==> src/rtl/se_drain_if.sv <==
// Drain-unit bus: controller-side accumulator/command inputs and the serial
// element stream that the drain unit produces.
interface se_drain_if #(
  parameter int P     = 4,
  parameter int ACC_W = 40
);
  logic [P*P*ACC_W-1:0]    acc_flat;
  logic                    acc_clr;
  logic                    out_phase;
  logic                    se_valid;
  logic signed [ACC_W-1:0] se_c;
  logic [3:0]              se_idx;
  logic                    busy;
  logic                    drain_done;

  modport master (
    output acc_flat, acc_clr, out_phase,
    input  se_valid, se_c, se_idx, busy, drain_done
  );

  modport slave (
    input  acc_flat, acc_clr, out_phase,
    output se_valid, se_c, se_idx, busy, drain_done
  );
endinterface

==> src/rtl/se_drain_unit.sv <==
// Snapshots the PxP PE accumulators and streams them out row-major, one
// element per cycle, with abort on accumulator clear and a HOLD interlock.
module se_drain_unit #(
  parameter int P     = 4,
  parameter int ACC_W = 40
) (
  input logic      clk,
  input logic      rst,
  se_drain_if.slave bus
);

  localparam int         N    = P * P;
  localparam logic [3:0] LAST = 4'(N - 1);

  typedef enum logic [1:0] {IDLE, CAPTURE, SHIFT, HOLD} state_t;

  state_t                  state;
  state_t                  state_next;
  logic [3:0]              cnt;
  logic [3:0]              cnt_inc;
  logic signed [ACC_W-1:0] snap [N];

  always_ff @(posedge clk) begin
    if (rst) state <= IDLE;
    else     state <= state_next;
  end

  always_comb begin
    state_next = state;
    cnt_inc    = cnt + 4'd1;
    case (state)
      IDLE:    if (bus.out_phase && !bus.acc_clr) state_next = CAPTURE;
      CAPTURE: state_next = bus.acc_clr ? IDLE : SHIFT;
      SHIFT: begin
        if (bus.acc_clr)      state_next = IDLE;
        else if (cnt == LAST) state_next = HOLD;
      end
      HOLD:    if (!bus.out_phase) state_next = IDLE;
      default: state_next = IDLE;
    endcase
  end

  // Snapshot is deliberately not reset; it is only visible through se_c while se_valid is high.
  always_ff @(posedge clk) begin
    if (state == CAPTURE) begin
      for (int e = 0; e < N; e++) begin
        snap[e] <= bus.acc_flat[e*ACC_W +: ACC_W];
      end
    end
  end

  // Element 0 is taken straight from acc_flat on the capture edge so the
  // first beat appears in the first SHIFT cycle; se_c holds when not valid.
  always_ff @(posedge clk) begin
    if (rst) begin
      cnt            <= 4'd0;
      bus.se_valid   <= 1'b0;
      bus.se_c       <= '0;
      bus.se_idx     <= 4'd0;
      bus.busy       <= 1'b0;
      bus.drain_done <= 1'b0;
    end else begin
      bus.busy       <= (state_next == CAPTURE) || (state_next == SHIFT);
      bus.drain_done <= (state == SHIFT) && (state_next == HOLD);
      bus.se_valid   <= 1'b0;
      bus.se_idx     <= 4'd0;
      case (state)
        CAPTURE: begin
          cnt <= 4'd0;
          if (state_next == SHIFT) begin
            bus.se_valid <= 1'b1;
            bus.se_c     <= bus.acc_flat[ACC_W-1:0];
          end
        end
        SHIFT: begin
          if (state_next == SHIFT) begin
            cnt          <= cnt_inc;
            bus.se_valid <= 1'b1;
            bus.se_c     <= snap[cnt_inc];
            bus.se_idx   <= cnt_inc;
          end
        end
        default: ;
      endcase
    end
  end

endmodule
==> src/flat_wrapper.sv <==
// flat-port wrapper written by rule: the top's interface ports become plain ports
module se_drain_unit_flat 
#(
  parameter int P     = 4,
  parameter int ACC_W = 40
)
  (clk, rst, bus_acc_flat, bus_acc_clr, bus_out_phase, bus_se_valid, bus_se_c, bus_se_idx, bus_busy, bus_drain_done);
  se_drain_if #(.P(P), .ACC_W(ACC_W)) bus_i ();
  input logic clk;
  input logic rst;
  input wire logic [$bits(bus_i.acc_flat)-1:0] bus_acc_flat;
  input wire logic [$bits(bus_i.acc_clr)-1:0] bus_acc_clr;
  input wire logic [$bits(bus_i.out_phase)-1:0] bus_out_phase;
  output wire logic [$bits(bus_i.se_valid)-1:0] bus_se_valid;
  output wire logic [$bits(bus_i.se_c)-1:0] bus_se_c;
  output wire logic [$bits(bus_i.se_idx)-1:0] bus_se_idx;
  output wire logic [$bits(bus_i.busy)-1:0] bus_busy;
  output wire logic [$bits(bus_i.drain_done)-1:0] bus_drain_done;
  assign bus_i.acc_flat = bus_acc_flat;
  assign bus_i.acc_clr = bus_acc_clr;
  assign bus_i.out_phase = bus_out_phase;
  assign bus_se_valid = bus_i.se_valid;
  assign bus_se_c = bus_i.se_c;
  assign bus_se_idx = bus_i.se_idx;
  assign bus_busy = bus_i.busy;
  assign bus_drain_done = bus_i.drain_done;
  se_drain_unit #(.P(P), .ACC_W(ACC_W)) u_core (.clk(clk), .rst(rst), .bus(bus_i));
endmodule
==> config.mk <==
export PLATFORM = sky130hd
export DESIGN_NAME = se_drain_unit_flat
export DESIGN_NICKNAME = d
export VERILOG_FILES = /design/src/rtl/se_drain_if.sv /design/src/rtl/se_drain_unit.sv /design/src/flat_wrapper.sv
export SDC_FILE = /design/constraint.sdc
export NUM_CORES = 1
export LEC_CHECK = 0
export BUFFER_PORTS_ARGS = -buffer_cell sky130_fd_sc_hd__clkbuf_2
export CAP_MARGIN = 0
export CORE_AREA = 2 2 270 272
export CTS_CLUSTER_DIAMETER = 200
export DETAILED_ROUTE_END_ITERATION = 8
export DIE_AREA = 0 0 272 274
export HOLD_SLACK_MARGIN = 0.15
export PLACE_DENSITY = 0.73
export SETUP_SLACK_MARGIN = 0.1
export SYNTH_ARGS = -nofsm -noshare
export SYNTH_HDL_FRONTEND = slang
export SYNTH_SLANG_ARGS = --single-unit
==> constraint.sdc <==
create_clock -name clk -period 17.1 [get_ports clk]
set_input_delay 1.71 -clock clk [delete_from_list [all_inputs] [get_ports clk]]
set_output_delay 1.71 -clock clk [all_outputs]
set_load 0.005 [all_outputs]
**Word level (Yosys, flattened, before mapping)**

Memory sizes are Yosys's and may differ from the RTL's.
Index checks and enable logic that the tools add are counted.
Widths: inputs -> output; s select.

- Latch bits: 0
- Input port bits: 644
- Memory bits (writable): 640
- Memories: 1
- Output and inout port bits: 47
- Bits in registers: 53
- Word-level logic and storage cells: 46
- Memory bits (read-only): 0

- Bitwise logic cells: 3
- $add $sub $neg: 1
- Muxes and demuxes: 14
- $lt $le $gt $ge: 0
- Div/mod/pow operators: 0
- Eq/ne operators: 9
- Multiply operators: 0
- Reductions and logical operators: 11
- Shift-type cells: 0

Memory list:

| memory | depth | bits a word | rd ports | clocked after Yosys merged registers in | wr ports | RTL line | text |
|---|---|---|---|---|---|---|---|
| u_core.snap | 16 | 40 | 1 | 0 | 16 | se_drain_unit.sv:21 | `logic signed [ACC_W-1:0] snap [N];` |

Operators with widths:

| operator | count |
|---|---|
| $mux 40 | 2 |
| $pmux 40 s2 | 1 |
| $mux 2 | 5 |
| $eq 2x2->1 const B | 4 |
| $pmux 2 s4 | 1 |
| $pmux 4 s2 | 1 |
| $add 4x1->4 const B | 1 |
| $eq 2x1->1 const B | 2 |
| $eq 4x4->1 const B | 1 |
| $mux 4 | 1 |
| $reduce_or 2->1 | 2 |
| $mux 1 | 3 |
| $not 1->1 | 3 |
| $reduce_and 3->1 | 1 |
| $reduce_or 3->1 | 1 |
| $logic_and 1x1->1 | 2 |
| $logic_not 2->1 | 1 |
| $ne 2x1->1 const B | 1 |
| $ne 2x2->1 const B | 1 |
| $reduce_and 2->1 | 1 |
| $reduce_bool 2->1 | 1 |
| $logic_not 1->1 | 1 |
| $logic_or 1x1->1 | 1 |

**Longest topological paths before layout**

Gate-level depths: netlist of run 1.

- Word-level depth: 7
- Gate-level depth with buffers: 12
- Depth with buffers taken out: 10

**Worst setup path before layout of run 1**

No wires, ideal clock.

- Kind: reg-to-reg
- Start point: register u_core.state[0]
- End point: register u_core.cnt[1]
- Slack: -0.378 ns
- Stages on the path, launching flop included: 5
- Library setup time: 0.135 ns
- Arrival time: 17.343 ns
- Cell sequence: dfxtp_1 > ha_1 > mux2i_1 > a32oi_1 > nor2_1

- Longest elaborated chain between the ends: 6

Ends and longest elaborated chain:

| what | RTL line | text |
|---|---|---|
| start: declaration | se_drain_unit.sv:17 | `state_t state;` |
| start signal: assignment | se_drain_unit.sv:25 | `else state <= state_next;` |
| $mux 2 | se_drain_unit.sv:36 | `else if (cnt == LAST) state_next = HOLD;` |
| $mux 2 | se_drain_unit.sv:35 | `if (bus.acc_clr) state_next = IDLE;` |
| $pmux 2 s4 | se_drain_unit.sv:31 | `case (state)` |
| $eq 2x2->1 | se_drain_unit.sv:76 | `if (state_next == SHIFT) begin` |
| $ne 2x1->1 (no source line) | -- |  |
| $reduce_and 2->1 (no source line) | -- |  |
| end signal: assignment | se_drain_unit.sv:77 | `cnt <= cnt_inc;` |
| end: declaration | se_drain_unit.sv:19 | `logic [3:0] cnt;` |

Parallel ways exist; a longest one is shown, timed or not.
A chain may end at the register's enable or synchronous reset.

**Final worst setup path of run 1**

- Start point: input port bus_out_phase
- End point: register u_core.bus.se_c[37]

- Longest elaborated chain between the ends: 6

Ends and longest elaborated chain:

| what | RTL line | text |
|---|---|---|
| start: declaration | flat_wrapper.sv:13 | `input wire logic [$bits(bus_i.out_phase)-1:0] bus_out_phase;` |
| $logic_and 1x1->1 | se_drain_unit.sv:32 | `IDLE: if (bus.out_phase && !bus.acc_clr) state_next = CAPTURE;` |
| $mux 2 | se_drain_unit.sv:32 |  |
| $pmux 2 s4 * | se_drain_unit.sv:31 |  |
| $eq 2x2->1 * | se_drain_unit.sv:70, se_drain_unit.sv:76 |  |
| $ne 2x2->1 (no source line) / $ne 2x1->1 (equally long branches) | -- |  |
| $reduce_and 3->1 (no source line) * | -- |  |
| end signal: assignment | se_drain_unit.sv:72 | `bus.se_c <= bus.acc_flat[ACC_W-1:0];` |
| end signal: assignment | se_drain_unit.sv:79 | `bus.se_c <= snap[cnt_inc];` |
| end: declaration | se_drain_if.sv:23 | `output se_valid, se_c, se_idx, busy, drain_done` |

Every way passes the cells marked *; elsewhere a longest branch is shown, timed or not.

==> flow_summary_export.csv, run 1 <==
group,metric,value,unit
run_status,status,"finished, final reports clean",
yosys,ys.flop_type,"edfxtp_1",
sta,fmax,252,MHz
critical_path,startpoint_type,"primary input",
power_and_ir_drop,ir_worst_vdd,0.116,mV
yosys,synthTopCellsByCount,"edfxtp_1 (640), mux4_2 (160), mux2_2 (67), dfxtp_1 (53), nor2_1 (51)",
global_route,grt_pass1_wl,101,mm
global_route,grt-ovfl-total,0,
critical_path,worstSetupEndpointType,"flop",
yosys,synth_seq_area_share,75.5,%
yosys,synth-compound-area-share,3.26,%
clocking,post_cts_resized,0,
critical_path,arrival,4.43,ns
yosys,synth_edf_count,640,
sta,post-route-min-period,3.97,ns
yosys,yosysWarnings,0,
yosys,synth_top_area_share,71.6,%
yosys,yosysMostFrequentCell,"edfxtp_1",
yosys,synth_top_family_by_area,"multiplexers",
yosys,syn-num-nets,1912,
clocking,root_buffer,"clkbuf_16",
yosys,synth_area_leaders,"edfxtp_1 (72%), mux4_2 (13%), dfxtp_1 (4.0%)",
yosys,postSynthCellCount,1261,
yosys,synth-simple-area-share,1.82,%
clocking,clockBufferDepth,3,
layout,post_route_cells_drive_above_1_share,54.1,%
yosys,muxShareOfSynthArea,16.8,%
power_and_ir_drop,p_leak,12.4,nW
floorplanning,die-area,0.0745,mm^2
layout,layout.nets,2620,
global_route,grt_max_degree,189,
yosys,synthAdderAreaFrac,0.326,%
sta,min_period_over_period,23.2,%
clocking,htreeDepth,3,
floorplanning,fp.coreArea,0.0720,mm^2
yosys,yosys.area_share.xor_xnor,0.0932,%
routing,drt_iter0_drc,1125,
clocking,cts_tree,"built",
yosys,syn_avg_cell_area,21.3,um^2
yosys,synth_seq_cells,693,
sta,fin_skew,0.0264,ns
layout,synthToLayoutAreaGrowth,26.1,%
power_and_ir_drop,powerDensity,113,mW/mm^2
floorplanning,pin_count,691,
global_route,antenna_found_initial,6,
floorplanning,die_h,274,um
job,maxCapViolCount,0,
sta,tns,0,ns
routing,drt-vias-per-instance,5.12,
place,io_buffer_count,690,
yosys,yosys.area.top_type,"edfxtp_1",
routing,drcViolationCount,0,
clocking,cts_buffers,76,
clocking,ctsHoldBuffers,0,
critical_path,crit_type,"primary input to flop",
clocking,clock_sinks,693,
floorplanning,initial_core_util,37.3,%
floorplanning,fp.dieW,272,um
layout,finalNonFillerCells,2993,
global_route,grt_usage,18.4,%
routing,ant_nets,0,
clocking,clock_latency,0.61,ns
place,gp_congestion,0.883,
global_route,grt_pass1_vias,16351,
critical_path,cp.required,17.56,ns
clocking,postCtsSetupBuffers,0,
power_and_ir_drop,power.total,3.84,mW
routing,dr.pass1.iters,7,
sta,timing_hold_violations_final,0,
routing,routedWlPerCell,23.7,um
sta,relSlewSlack,30.5,%
place,dpl.hpwl,48.8,mm
yosys,synth_area,0.0269,mm^2
routing,vias,15332,
hold_path,min_path_type,"flop to flop",
floorplanning,placementRows,99,
routing,wirelength,70.9,mm
sta,rsz0062_at_grt,"no",
yosys,ys_types,32,
sta,slew_violations,0,
sta,final-setup-viol-count,0,
place,dpl.cell_count,2850,
yosys,synthArstFlopShare,0,%
sta,tightest_slew,1.04,ns
clocking,path_clk_slew,0.06,ns
critical_path,path_max_fanout,80,
[worst max-delay path, stage by stage]
cell and delay [ns]:
clkbuf_2 0.09, nor2b_1 0.13, a21oi_1 0.17, o21ai_0 0.11
a31oi_1 0.33, ha_1 0.37, o21a_4 0.84, o21ai_0 0.30
a221oi_2 0.25, nor3_1 0.07
[state kept, by name, summed over array words and instances (netlist names)]
| signal | flops |
|---|---|
| u_core.snap | 640 |
| u_core.bus.se_c | 40 |
| u_core.bus.se_idx | 4 |
| u_core.cnt | 4 |
| u_core.bus.se_valid | 1 |
| u_core.bus.busy | 1 |
| u_core.state | 2 |
| u_core.bus.drain_done | 1 |
[kinds of logic after synthesis]
family          Yosys count
mux                     241
simple gates            108
buf+inv                 117
fa+ha+maj                 7
xor+xnor                  2
compound gates           93
flops                   693
[report_power, final]
part	total [mW]	switching [mW]	leakage, nW	internal (mW)
Combinational	0.205	0.108	4.85	0.0970
Clock	1.65	0.699	1.24	0.949
Sequential	1.98	0.0263	6.33	1.96
Total	3.84	0.833	12.4	3.00
[path summary, 6_finish.rpt]
| kind | depth (start not counted) | endpoint | slack [ns] | start |
|---|---|---|---|---|
| max | 10 | u_core.bus.se_c[37] | 13.13 | bus_out_phase |
| min | 2 | u_core.bus.se_c[2] | 0.50 | u_core.bus.se_c[2] |
| max reg2reg | 10 | u_core.bus.se_c[37] | 13.14 | u_core.state[1] |
| min reg2reg | 2 | u_core.bus.se_c[2] | 0.50 | u_core.bus.se_c[2] |
[metal layers]
layer  GRT usage, %  wire (um)  part of all wire (%)  vias up
li1               -          -                     -     6641
met4           8.31       2850                   4.0        8
met3           5.18       5730                   8.1      167
met2           32.2      36800                    52      791
met5              0         39                 0.055        -
met1           21.0      25400                    36     7725
[cell type report]
type                            instances  area, um^2
Fill cell                            5999       38100
Sequential cell                       693       20300
Multi-Input combinational cell        451        6050
Timing Repair Buffer                  703        3590
Clock buffer                           88        1970
Tap cell                              959        1200
Clock inverter                         51         588
Inverter                               44         165
Antenna cell                            4        10.0
[cell usage in the layout, fill, tap and decap left out, types with 10 or more instances in the layout]
cell and instances:
mux2_2 67, mux4_2 160, clkbuf_16 76, inv_1 44, clkinv_2 15, dfxtp_1 52
nor3_1 44, clkinv_1 10, edfxtp_1 640, clkbuf_2 689, o21ai_0 43, nor2_1 51
a221oi_2 40, mux2_1 13, buf_4 11, clkbuf_1 10
[through the flow]
| stage | area, um^2 | setup WS (ns) | util, % | hold slack [ns] |
|---|---|---|---|---|
| 2_1_floorplan | 26900 | 6.82 | - | 0.491 |
| 3_3_place_gp | 31300 | 12.74 | 43.5 | 0.483 |
| 3_5_place_dp | 31300 | 12.55 | 43.5 | 0.489 |
| 4_1_cts | 33800 | 13.13 | 47.0 | 0.499 |
| 5_1_grt | 33800 | 12.85 | 47.0 | 0.521 |
| 6_report | 33900 | 13.13 | 47.0 | 0.498 |
Power figures use the tool's default switching activity.
==> inputs of run 2 (changes only) <==
clock period = 3.5 ns   (was 17.1 ns; I/O delays follow)
==> flow_summary_export.csv, run 2 <==
group,metric,value,unit
place,dpl.hpwl,49.6,mm
clocking,post_cts_resized,0,
clocking,clock_sinks,693,
place,io_buffer_count,690,
clocking,cts_buffers,72,
floorplanning,die_h,274,um
yosys,synth_seq_area_share,75.5,%
clocking,postCtsSetupBuffers,0,
yosys,ys.flop_type,"edfxtp_1",
place,dpl.cell_count,2870,
yosys,ys_types,32,
floorplanning,fp.dieW,272,um
yosys,synthArstFlopShare,0,%
yosys,synth_seq_cells,693,
yosys,yosys.area.top_type,"edfxtp_1",
place,gp_congestion,0.846,
run_status,error,"[ERROR RSZ-0060] Max buffer count reached.",
yosys,syn-num-nets,1912,
yosys,synth_area,0.0269,mm^2
run_status,status,"stopped before the end",
clocking,htreeDepth,3,
yosys,postSynthCellCount,1261,
yosys,synthTopCellsByCount,"edfxtp_1 (640), mux4_2 (160), mux2_2 (67), dfxtp_1 (53), nor2_1 (51)",
floorplanning,initial_core_util,37.3,%
place,pre_cts_slack,0.616,ns
floorplanning,pin_count,691,
yosys,yosysWarnings,0,
yosys,syn_avg_cell_area,21.3,um^2
yosys,synth_area_leaders,"edfxtp_1 (72%), mux4_2 (13%), dfxtp_1 (4.0%)",
clocking,clockBufferDepth,3,
clocking,root_buffer,"clkbuf_16",
floorplanning,placementRows,99,
yosys,synth_edf_count,640,
yosys,synth_top_area_share,71.6,%
clocking,ctsHoldBuffers,601,
run_status,stop_stage,"clock tree synthesis",
yosys,yosysMostFrequentCell,"edfxtp_1",
[run 2: cell counts after synthesis]
Identical to the previous run, type by type.
[run 2: metrics by stage]
step / utilization [%] / TNS, ns / cell area, um^2
detailed placement: 43.9 / 0 / 31600
global placement: 43.9 / 0 / 31600
floorplan: - / -1407.70 / 26900
[run 2: kinds of logic after synthesis]
logic type / Yosys count / synth area share [%]
AO/OA/AOI/OAI: 93 / 3.26
XOR/XNOR: 2 / 0.0932
adder cells (fa/ha/maj): 7 / 0.326
buffers and inverters: 117 / 2.16
flip-flops: 693 / 75.5
multiplexers: 241 / 16.8
AND/OR/NAND/NOR: 108 / 1.82
==> inputs of run 3 (changes only) <==
CTS_CLUSTER_DIAMETER = not set   (was 200)
HOLD_SLACK_MARGIN = not set   (was 0.15)
PLACE_DENSITY = not set   (was 0.73)
PLACE_DENSITY_LB_ADDON = 0.15   (was not set)
SETUP_SLACK_MARGIN = not set   (was 0.1)
clock period = 4.5 ns   (was 3.5 ns; I/O delays follow)
==> flow_summary_export.csv, run 3 <==
group,metric,value,unit
yosys,ys.flop_type,"edfxtp_1",
yosys,ys_types,32,
yosys,synth-compound-area-share,3.26,%
yosys,synthArstFlopShare,0,%
yosys,synthTopCellsByCount,"edfxtp_1 (640), mux4_2 (160), mux2_2 (67), dfxtp_1 (53), nor2_1 (51)",
yosys,synth_top_area_share,71.6,%
floorplanning,initial_core_util,37.3,%
yosys,yosys.area_share.xor_xnor,0.0932,%
yosys,synth_seq_area_share,75.5,%
yosys,synth_edf_count,640,
place,dpl.hpwl,52.3,mm
yosys,yosysWarnings,0,
run_status,status,"stopped before the end",
clocking,cts_buffers,78,
yosys,yosys.area.top_type,"edfxtp_1",
floorplanning,fp.dieW,272,um
run_status,error,"[ERROR RSZ-0060] Max buffer count reached.",
place,gp_congestion,0.835,
floorplanning,pin_count,691,
place,io_buffer_count,690,
clocking,postCtsSetupBuffers,0,
place,pre_cts_slack,1.24,ns
yosys,synthAdderAreaFrac,0.326,%
run_status,stop_stage,"clock tree synthesis",
yosys,synth_area,0.0269,mm^2
yosys,postSynthCellCount,1261,
clocking,htreeDepth,3,
yosys,synth-simple-area-share,1.82,%
yosys,muxShareOfSynthArea,16.8,%
floorplanning,die_h,274,um
floorplanning,placementRows,99,
clocking,clockBufferDepth,3,
yosys,yosysMostFrequentCell,"edfxtp_1",
place,dpl-instance-area,0.0314,mm^2
clocking,clock_sinks,693,
clocking,ctsHoldBuffers,602,
yosys,syn-num-nets,1912,
yosys,synth_area_leaders,"edfxtp_1 (72%), mux4_2 (13%), dfxtp_1 (4.0%)",
yosys,syn_avg_cell_area,21.3,um^2
yosys,synth_top_family_by_area,"multiplexers",
clocking,root_buffer,"clkbuf_16",
clocking,post_cts_resized,0,
yosys,synth_seq_cells,693,
[run 3: cell counts after synthesis]
No cell type changed its count.
[run 3: per-stage QoR]
step | std cells | hold WS, ns | utilization [%] | TNS [ns]
2_1_floorplan | 1261 | 0.491 | - | -715.70
3_3_place_gp | 2861 | 0.485 | 43.7 | 0
3_5_place_dp | 2861 | 0.491 | 43.7 | 0
[run 3: logic make-up after synthesis]
kind of cell | Yosys count
flip-flops | 693
buffers and inverters | 117
AND/OR/NAND/NOR | 108
multiplexers | 241
XOR/XNOR | 2
adder cells (fa/ha/maj) | 7
AO/OA/AOI/OAI | 93
